--- src/rtl/his_builder_stream_if.sv ---
`default_nettype none
// ============================================================================
//  Module      : his_builder_stream_if
//  Description : Readout stream bundle of the histogram builder. It carries
//                one bin per handshake as valid/ready, with the bin index,
//                its count and a last-bin marker.
//  Revision    : 1.0 - initial release
// ============================================================================
interface his_builder_stream_if #(
    parameter int BIN_W = 6,
    parameter int CNT_W = 21
);
    logic             rd_valid;
    logic             rd_ready;
    logic [BIN_W-1:0] rd_bin;
    logic [CNT_W-1:0] rd_count;
    logic             rd_last;

    // The histogram builder sources the stream.
    modport master (
        output rd_valid,
        output rd_bin,
        output rd_count,
        output rd_last,
        input  rd_ready
    );

    // The downstream processing stage sinks the stream.
    modport slave (
        input  rd_valid,
        input  rd_bin,
        input  rd_count,
        input  rd_last,
        output rd_ready
    );
endinterface
`default_nettype wire

--- src/rtl/his_builder_stream.sv ---
`default_nettype none
// ============================================================================
//  Module      : his_builder_stream
//  Description : Single-pixel dToF histogram builder. It counts TDC bin hits
//                over ACQ_NUM laser cycles, then streams every bin out in
//                index order on a valid/ready port, clearing each bin as it
//                is read. Bins are cleared lazily through per-bin valid
//                bits, so no clear sweep is needed between frames.
//  Options     : define PEAK_DETECT_EN to track the highest bin of each
//                drained frame on peak_bin/peak_count (tied to 0 otherwise).
//  Revision    : 1.0 - initial release
// ============================================================================
module his_builder_stream #(
    parameter int BIN_W   = 6,
    parameter int CNT_W   = 21,
    parameter int ACQ_NUM = 1024,
    parameter int ACQ_W   = 17
) (
    input  wire              clk,
    input  wire              res,
    input  wire              cycle_end,
    input  wire              ts_valid,
    input  wire  [BIN_W-1:0] ts_bin,
    output logic             ts_drop,
    his_builder_stream_if.master rd,
    output logic             frame_done,
    output logic             sat_flag,
    output logic [BIN_W-1:0] peak_bin,
    output logic [CNT_W-1:0] peak_count
);

    localparam int               c_NUM_BINS = 2 ** BIN_W;
    localparam logic [CNT_W-1:0] c_CNT_MAX  = '1;
    localparam logic [BIN_W-1:0] c_BIN_LAST = '1;
    localparam logic [ACQ_W-1:0] c_ACQ_LAST = ACQ_W'(ACQ_NUM - 1);

    typedef enum logic [0:0] {
        S_ACCUM = 1'b0,
        S_DRAIN = 1'b1
    } state_t;

    state_t           r_state;
    state_t           w_state_nxt;
    logic [ACQ_W-1:0] r_acq_cnt;
    logic [BIN_W-1:0] r_rd_idx;
    logic [CNT_W-1:0] r_bins [c_NUM_BINS];
    logic [c_NUM_BINS-1:0] r_bin_vld;
    logic             r_ts_drop;
    logic             r_frame_done;
    logic             r_sat;

    logic             w_hit;
    logic             w_acq_wrap;
    logic             w_rd_valid;
    logic             w_hs;
    logic             w_hs_last;
    logic [CNT_W-1:0] w_hit_cur;
    logic [CNT_W-1:0] w_hit_new;
    logic [CNT_W-1:0] w_rd_cur;

    // A bin whose valid bit is clear reads as zero: this is the lazy clear.
    assign w_hit_cur = r_bin_vld[ts_bin]   ? r_bins[ts_bin]   : '0;
    assign w_rd_cur  = r_bin_vld[r_rd_idx] ? r_bins[r_rd_idx] : '0;
    assign w_hit_new = (w_hit_cur == c_CNT_MAX) ? w_hit_cur : w_hit_cur + CNT_W'(1);

    // State register.
    always_ff @(posedge clk or posedge res) begin
        if (res) r_state <= S_ACCUM;
        else     r_state <= w_state_nxt;
    end

    // Next-state and per-cycle control decode.
    always_comb begin
        w_state_nxt = r_state;
        w_hit       = 1'b0;
        w_acq_wrap  = 1'b0;
        w_rd_valid  = 1'b0;
        w_hs        = 1'b0;
        w_hs_last   = 1'b0;
        case (r_state)
            S_ACCUM: begin
                w_hit = ts_valid;
                if (cycle_end && (r_acq_cnt == c_ACQ_LAST)) begin
                    w_acq_wrap  = 1'b1;
                    w_state_nxt = S_DRAIN;
                end
            end
            S_DRAIN: begin
                w_rd_valid = 1'b1;
                w_hs       = rd.rd_ready;
                if (rd.rd_ready && (r_rd_idx == c_BIN_LAST)) begin
                    w_hs_last   = 1'b1;
                    w_state_nxt = S_ACCUM;
                end
            end
            default: w_state_nxt = S_ACCUM;
        endcase
    end

    // Laser-cycle counter; it only advances while accumulating.
    always_ff @(posedge clk or posedge res) begin
        if (res) begin
            r_acq_cnt <= '0;
        end else if ((r_state == S_ACCUM) && cycle_end) begin
            r_acq_cnt <= w_acq_wrap ? '0 : r_acq_cnt + ACQ_W'(1);
        end
    end

    // Bin counters: no reset needed since the valid bits mask stale contents.
    always_ff @(posedge clk) begin
        if (w_hit) r_bins[ts_bin] <= w_hit_new;
    end

    // Valid bits: set by a hit, cleared when the bin is handed downstream.
    always_ff @(posedge clk or posedge res) begin
        if (res) begin
            r_bin_vld <= '0;
        end else if (w_hit) begin
            r_bin_vld[ts_bin] <= 1'b1;
        end else if (w_hs) begin
            r_bin_vld[r_rd_idx] <= 1'b0;
        end
    end

    // Readout index; wraps back to 0 after the last bin is accepted.
    always_ff @(posedge clk or posedge res) begin
        if (res)       r_rd_idx <= '0;
        else if (w_hs) r_rd_idx <= r_rd_idx + BIN_W'(1);
    end

    // Status pulses and the per-frame saturation flag.
    always_ff @(posedge clk or posedge res) begin
        if (res) begin
            r_ts_drop    <= 1'b0;
            r_frame_done <= 1'b0;
            r_sat        <= 1'b0;
        end else begin
            r_ts_drop    <= ts_valid && (r_state == S_DRAIN);
            r_frame_done <= w_hs_last;
            if (w_hs_last)
                r_sat <= 1'b0;
            else if (w_hit && (w_hit_new == c_CNT_MAX))
                r_sat <= 1'b1;
        end
    end

    assign ts_drop     = r_ts_drop;
    assign frame_done  = r_frame_done;
    assign sat_flag    = r_sat;
    assign rd.rd_valid = w_rd_valid;
    assign rd.rd_bin   = r_rd_idx;
    assign rd.rd_count = w_rd_valid ? w_rd_cur : '0;
    assign rd.rd_last  = w_rd_valid && (r_rd_idx == c_BIN_LAST);

`ifdef PEAK_DETECT_EN
    logic [BIN_W-1:0] r_run_bin;
    logic [CNT_W-1:0] r_run_cnt;
    logic [BIN_W-1:0] r_peak_bin;
    logic [CNT_W-1:0] r_peak_cnt;
    logic             w_take;

    // Bin 0 always seeds the running max; later bins replace it only when
    // strictly greater, so ties keep the lowest index.
    assign w_take = (r_rd_idx == '0) || (w_rd_cur > r_run_cnt);

    // Running max during drain, published when the last bin is accepted.
    always_ff @(posedge clk or posedge res) begin
        if (res) begin
            r_run_bin  <= '0;
            r_run_cnt  <= '0;
            r_peak_bin <= '0;
            r_peak_cnt <= '0;
        end else if (w_hs) begin
            if (w_take) begin
                r_run_bin <= r_rd_idx;
                r_run_cnt <= w_rd_cur;
            end
            if (w_hs_last) begin
                r_peak_bin <= w_take ? r_rd_idx : r_run_bin;
                r_peak_cnt <= w_take ? w_rd_cur : r_run_cnt;
            end
        end
    end

    assign peak_bin   = r_peak_bin;
    assign peak_count = r_peak_cnt;
`else
    assign peak_bin   = '0;
    assign peak_count = '0;
`endif

endmodule
`default_nettype wire
--- src/flat_wrapper.sv ---
// flat-port wrapper written by rule: the top's interface ports become plain ports
module his_builder_stream_flat 
#(
    parameter int BIN_W   = 6,
    parameter int CNT_W   = 21,
    parameter int ACQ_NUM = 1024,
    parameter int ACQ_W   = 17
)
  (clk, res, cycle_end, ts_valid, ts_bin, ts_drop, frame_done, sat_flag, peak_bin, peak_count, rd_rd_valid, rd_rd_bin, rd_rd_count, rd_rd_last, rd_rd_ready);
  his_builder_stream_if #(.BIN_W(BIN_W), .CNT_W(CNT_W)) rd_i ();
  input  wire clk;
  input  wire res;
  input  wire cycle_end;
  input  wire ts_valid;
  input  wire  [BIN_W-1:0] ts_bin;
  output logic ts_drop;
  output logic frame_done;
  output logic sat_flag;
  output logic [BIN_W-1:0] peak_bin;
  output logic [CNT_W-1:0] peak_count;
  output wire logic [$bits(rd_i.rd_valid)-1:0] rd_rd_valid;
  output wire logic [$bits(rd_i.rd_bin)-1:0] rd_rd_bin;
  output wire logic [$bits(rd_i.rd_count)-1:0] rd_rd_count;
  output wire logic [$bits(rd_i.rd_last)-1:0] rd_rd_last;
  input wire logic [$bits(rd_i.rd_ready)-1:0] rd_rd_ready;
  assign rd_rd_valid = rd_i.rd_valid;
  assign rd_rd_bin = rd_i.rd_bin;
  assign rd_rd_count = rd_i.rd_count;
  assign rd_rd_last = rd_i.rd_last;
  assign rd_i.rd_ready = rd_rd_ready;
  his_builder_stream #(.BIN_W(BIN_W), .CNT_W(CNT_W), .ACQ_NUM(ACQ_NUM), .ACQ_W(ACQ_W)) u_core (.clk(clk), .res(res), .cycle_end(cycle_end), .ts_valid(ts_valid), .ts_bin(ts_bin), .ts_drop(ts_drop), .rd(rd_i), .frame_done(frame_done), .sat_flag(sat_flag), .peak_bin(peak_bin), .peak_count(peak_count));
endmodule
--- config.mk ---
export PLATFORM = sky130hd
export DESIGN_NAME = his_builder_stream_flat
export DESIGN_NICKNAME = d
export VERILOG_FILES = /design/src/rtl/his_builder_stream_if.sv /design/src/rtl/his_builder_stream.sv /design/src/flat_wrapper.sv
export SDC_FILE = /design/constraint.sdc
export NUM_CORES = 2
export LEC_CHECK = 0
export BUFFER_PORTS_ARGS = -buffer_cell sky130_fd_sc_hd__buf_2
export CAP_MARGIN = 5
export CORE_ASPECT_RATIO = 1.5
export CORE_MARGIN = 2
export CORE_UTILIZATION = 35
export CTS_CLUSTER_SIZE = 28
export DETAILED_ROUTE_END_ITERATION = 12
export PLACE_DENSITY = 0.51
export SLEW_MARGIN = 0
export SYNTH_ARGS = -nofsm -noshare
export SYNTH_HDL_FRONTEND = slang
export SYNTH_SLANG_ARGS = --single-unit
export TNS_END_PERCENT = 5
--- constraint.sdc ---
create_clock -name clk -period 13.2 [get_ports clk]
set_input_delay 2.64 -clock clk [delete_from_list [all_inputs] [get_ports clk]]
set_output_delay 2.64 -clock clk [all_outputs]
set_load 0.02 [all_outputs]
; ---- Yosys cells after proc, flatten, opt, wreduce, memory -nomap -nowiden
; Memories as Yosys holds them, arrays and structs flattened.
; Cells that the tools add are included.
[totals]
register_bits = 91
latch_bits = 0
mem_bits_rw = 1344
mem_bits_ro = 0
in_bits = 11
out_inout_bits = 59
word_cells = 61
memories = 1
[mem_list]
columns = memory, words, width, rd, rd_clocked_by_memory_dff, wr, line
row1 = u_core.r_bins, 64, 21, 2, 0, 1, his_builder_stream.sv:46  ; logic [CNT_W-1:0] r_bins [c_NUM_BINS];
[classes]
add_sub_neg = 3
multipliers = 0
div = 0
order_cmp = 4
n_eq_ne = 4
shifts = 0
mux = 28
n_bitwise = 4
n_reduce_logical = 10
[op_table]
columns = op, n
row1 = $mux W64, 2
row2 = $mux W21, 4
row3 = $and A64 B64 Y64, 1
row4 = $not A64 Y64, 1
row5 = $or A64 B64 Y64, 1
row6 = $eq A21 B21 Y1 const B, 2
row7 = $add A21 B1 Y21 const B, 1
row8 = $add A17 B1 Y17 const B, 1
row9 = $eq A17 B10 Y1 const B, 1
row10 = $mux W17, 1
row11 = $mux W1, 16
row12 = $lt A6 B7 Y1 const B, 2
row13 = $bmux W1 S6, 2
row14 = $demux W1 S6, 2
row15 = $ge A6 B1 Y1 const B, 2
row16 = $logic_and A1 B1 Y1, 8
row17 = $add A6 B1 Y6 const B, 1
row18 = $eq A6 B6 Y1 const B, 1
row19 = $reduce_bool A2 Y1, 2
row20 = $pmux W1 S2, 1
row21 = $not A1 Y1, 1

; ---- Depth between registers and ports, before layout
[logic_depth]
ltp_word = 9
mapped_depth = 22
depth_no_buf = 14

; ---- Worst setup path after synthesis
; OpenSTA, ideal clock, no wires.
[synth_path]
path_type = input -> register
from = input port ts_bin[2]
to = register u_core.r_sat, in the netlist u_core.sat_flag
setup_ns = 0.096
arrival_ns = 9.117
t_required_ns = 13.104
setup_slack_ns = 3.987
cell_stages = 22
n_path_buf = 8
cell_sequence = buf_2 > buf_6 > buf_6 > buf_6 > buf_2 > mux2i_1 > o22ai_1 > a22oi_1 > o211ai_1 > nor4_1 > buf_2 > buf_1 > nor2_1 > ha_1 > nand4_1 > nor2_1 > and3_1 > clkbuf_1 > o31a_1 > nor3_1 > nand4_1 > o31ai_2
[synth_via]
elab_chain_cells = 8
elab_cells_between_ends = 10
cone_classes = 1 x add/sub / 2 x eq/ne / 4 x mux / 2 x reduce/logical / 1 x memory
[synth_lines]
columns = item, line
row1 = from (decl), flat_wrapper.sv:15  ; input wire [BIN_W-1:0] ts_bin;
row2 = $bmux W1 S6, his_builder_stream.sv:62  ; assign w_hit_cur = r_bin_vld[ts_bin] ? r_bins[ts_bin] : '0;
row3 = $mux W1 (not written as such), his_builder_stream.sv:62
row4 = $mux W21 (*), his_builder_stream.sv:62
row5 = $add A21 B1 Y21 or $eq A21 B21 Y1 (tied branches), his_builder_stream.sv:64  ; assign w_hit_new = (w_hit_cur == c_CNT_MAX) ? w_hit_cur : w_hit_cur + CNT_W'(1);
row6 = $mux W21 (*), his_builder_stream.sv:64
row7 = net u_core.w_hit_new[3], his_builder_stream.sv:58  ; logic [CNT_W-1:0] w_hit_new;
row8 = $eq A21 B21 Y1 (*), his_builder_stream.sv:142  ; else if (w_hit && (w_hit_new == c_CNT_MAX))
row9 = $logic_and A1 B1 Y1 (*), his_builder_stream.sv:142
row10 = $reduce_bool A2 Y1 (no line) (*), -
row11 = to (signal assigned), his_builder_stream.sv:136  ; r_sat <= 1'b0;
row12 = to (signal assigned), his_builder_stream.sv:141  ; r_sat <= 1'b0;
row13 = to (signal assigned), his_builder_stream.sv:143  ; r_sat <= 1'b1;
row14 = to (decl), his_builder_stream.sv:50  ; logic r_sat;
; Mark *: on every way through the listed nets, which the timed path passes. The rest lies on a longest branch. The select of a mux whose other input is x is not followed.
; A chain may end at the register's enable or synchronous reset.

; ---- Worst setup path in the final report
[layout_path]
from = input port ts_bin[0]
to = register u_core.r_sat, in the netlist u_core.sat_flag
; Same word-level chain as after synthesis.

==> summary.md <==
| Metric | Value |
|---|---|
| GRT Overall Usage | `31.5%` |
| Synth warnings | `0` |
| Total core area | `186000 um^2` |
| EDFF count, synth | `1344` |
| Clk buf depth | `4` |
| DRT iter0 DRCs | `7617` |
| Hold Path Origin | `u_core.r_acq_cnt[16]` |
| Final Cell Area | `73700 um^2` |
| Leading cell types in the layout, fill and taps excluded | `1344 x edfxtp_1, 681 x a22oi_1, 217 x mux2i_1` |
| Status | `completed` |
| FFs w/ async S/R, synth | `6.34%` |
| Total gr overflow | `0` |
| DRT Pass-1 Iters | `9` |
| Die W | `357 um` |
| Final nets | `4475` |
| # H-tree levels | `4` |
| Slew Viols, Final | `0` |
| Netlist cell types | `90` |
| Crit path from | `ts_bin[0]` |
| Fin Setup TNS | `0 ns` |
| Non-filler cells, final | `7017` |
| Detailed Route WL | `308000 um` |
| Reg clk slew, reported paths | `0.06 ns` |
| Worst-margin pin slew | `1.43 ns` |
| Post-Synthesis Cells | `4476` |
| Most common flop cell mapped by yosys | `edfxtp_1` |
| Fmax | `110 MHz` |
| Placer Congestion | `0.985` |
| Min-Delay Path Class | `flop to flop` |
| Peak VDD IR | `99.0 uV` |
| Most common cell after layout, fill and taps aside | `edfxtp_1` |
| Crit path time final | `9.06 ns` |
| Clock sink count | `1435` |
| Root buf cell | `clkbuf_16` |
| Startpoint Class | `primary input` |
| CTS tree | `yes` |
| Global-route wire length before repair | `412000 um` |
| Synth area leader | `edfxtp_1` |
| CP Max Fanout | `65` |
| Hold buffer count at CTS | `0` |
| Row cnt | `194` |
| Reg2reg start | `u_core.r_bins[38][0]` |
| Max-cap viol count | `0` |
| CTS Buf Count | `145` |
| Placed Area | `69200 um^2` |
| Power, Total | `10.1 mW` |
| Setup bufs post-CTS | `0` |
| Pwr dens | `137 nW/um^2` |
| Worst EP required | `13.91 ns` |
| Leakage Power | `23.1 nW` |
| Starting Density | `35.2%` |
| DR DRC count | `0` |
| Util after Layout | `39.6%` |
| Clock skew | `0.0646 ns` |
| Final setup viols | `0` |
| Vias in the first global route | `48.1k` |
| Via Count | `50.0k` |
| Fin. Hold Viols | `0` |
| Netlist Area Pre-Place | `65400 um^2` |
| RSZ-0062 raised after global routing | `no` |
| Initial antenna violation count | `21` |
| Synthesized area per cell | `14.6 um^2` |
| Largest net degree at the start of global routing | `100` |
| Top Ports | `70` |
| Layout cell share with drive strength beyond 1 | `16.6%` |
| Sequential share of the synthesized area | `65.1%` |
| Die area | `191000 um^2` |
| Worst Setup End Kind | `flop` |
| Vias per cell | `7.12` |
| DRT antenna net count | `0` |
| Die Span Y | `534 um` |
| #FFs+latches synth | `1435` |
| WS Path Type | `primary input to flop` |
| Relative slew slack | `4.34%` |
| Synth area leaders | `edfxtp_1 62%, a22oi_1 7.8%, mux4_2 3.8%, dfrtp_1 3.5%, mux2i_1 3.3%` |
| Placed Cells | `6764` |
| CP arrival | `9.78 ns` |
| Top cell type's share of synthesized area | `61.7%` |
| Drt wl/cell | `43.9 um` |
| Final HPWL DP | `181000 um` |
| Worst-Skew Late Latency | `0.84 ns` |
| PostCTS Resize Cnt | `0` |
| Buffers on Ports | `42` |
| Fin crit share | `68.7%` |
| Area delta synth->final | `12.6%` |
## flip-flops by register name (all words and copies together) (netlist names)
name / cells
u_core.ts_drop: 1
u_core.r_state: 1
u_core.rd.rd_bin: 6
u_core.r_bin_vld: 64
u_core.r_bins: 1344
u_core.sat_flag: 1
u_core.r_acq_cnt: 17
u_core.frame_done: 1
## cell type report
class	instances	area, um^2
clock inverters	68	699
diodes	5	12.5
well taps	2450	3070
clock buffers	180	3830
multi-input cells	2639	21600
repair buffers	233	1850
flip-flops and latches	1435	42600
inverters	7	35.0
fillers	17200	112000
## cells in the mapped netlist, types with 27 or more instances
library cell and count:
a22oi_1 681, mux2i_1 218, nand2_1 102, a22o_1 89, mux4_2 110, buf_4 63, o2bb2ai_1 27, buf_6 32
nor2_1 196, o21ai_0 44, nand3_1 51, a221oi_1 186, buf_2 79, o22a_1 30, clkbuf_1 191, buf_1 51
dfrtp_1 91, mux2_2 64, a31oi_1 89, a21oi_1 155, o22ai_1 61, nand4_1 123, edfxtp_1 1344
## where the power goes
part / switching, mW / internal (mW)
clock network: 1.80 / 2.32
registers: 0.0550 / 5.16
logic: 0.578 / 0.211
## worst paths after layout
| kind | endpoint | slack [ns] | cells after the start |
|---|---|---|---|
| max | u_core.sat_flag | 4.14 | 16 |
| min reg2reg | u_core.r_acq_cnt[16] | 0.48 | 1 |
| max in group asynchronous | u_core.r_bin_vld[57] | 10.00 | 3 |
| min | u_core.r_acq_cnt[16] | 0.48 | 1 |
| max reg2reg | u_core.sat_flag | 7.54 | 16 |
| min in group asynchronous | u_core.sat_flag | 1.91 | 2 |
## worst max-delay path, stage by stage
cell and delay (ns):
buf_8 0.39, buf_4 0.71, nand2b_1 0.84, buf_4 0.49, o22ai_1 0.15, o31ai_1 0.41
o2111ai_1 0.19, nor4b_1 1.00, nor4_1 0.18, nand4bb_1 0.34, nor4b_2 0.53, xor2_4 0.17
buf_4 0.55, nand2_1 0.14, or4_1 0.57, o31ai_2 0.18
## metrics by stage
step	setup WS, ns	hold WS, ns
detailed placement	3.58	0.471
CTS	4.40	0.481
floorplan	3.99	0.446
global route	4.10	0.513
finish	4.14	0.477
global placement	3.64	0.464
## cells by family after synthesis
logic type / count (synthesis) / share of synthesized area (%)
XOR/XNOR: 36 / 0.482
other: 1 / 0.00573
flip-flops: 1435 / 65.1
AND/OR/NAND/NOR: 665 / 5.37
multiplexers: 395 / 8.30
buffers and inverters: 428 / 3.44
adder cells (fa/ha/maj): 3 / 0.0574
AO/OA/AOI/OAI: 1513 / 17.2
## metal layers
layer  part of all wire, %  GRT usage (%)
met1                    34           37.1
met3                    11           6.72
met2                    45           49.4
met4                    10           25.8
met5                 0.028              0
No activity file was read; power rests on OpenSTA's default activity.
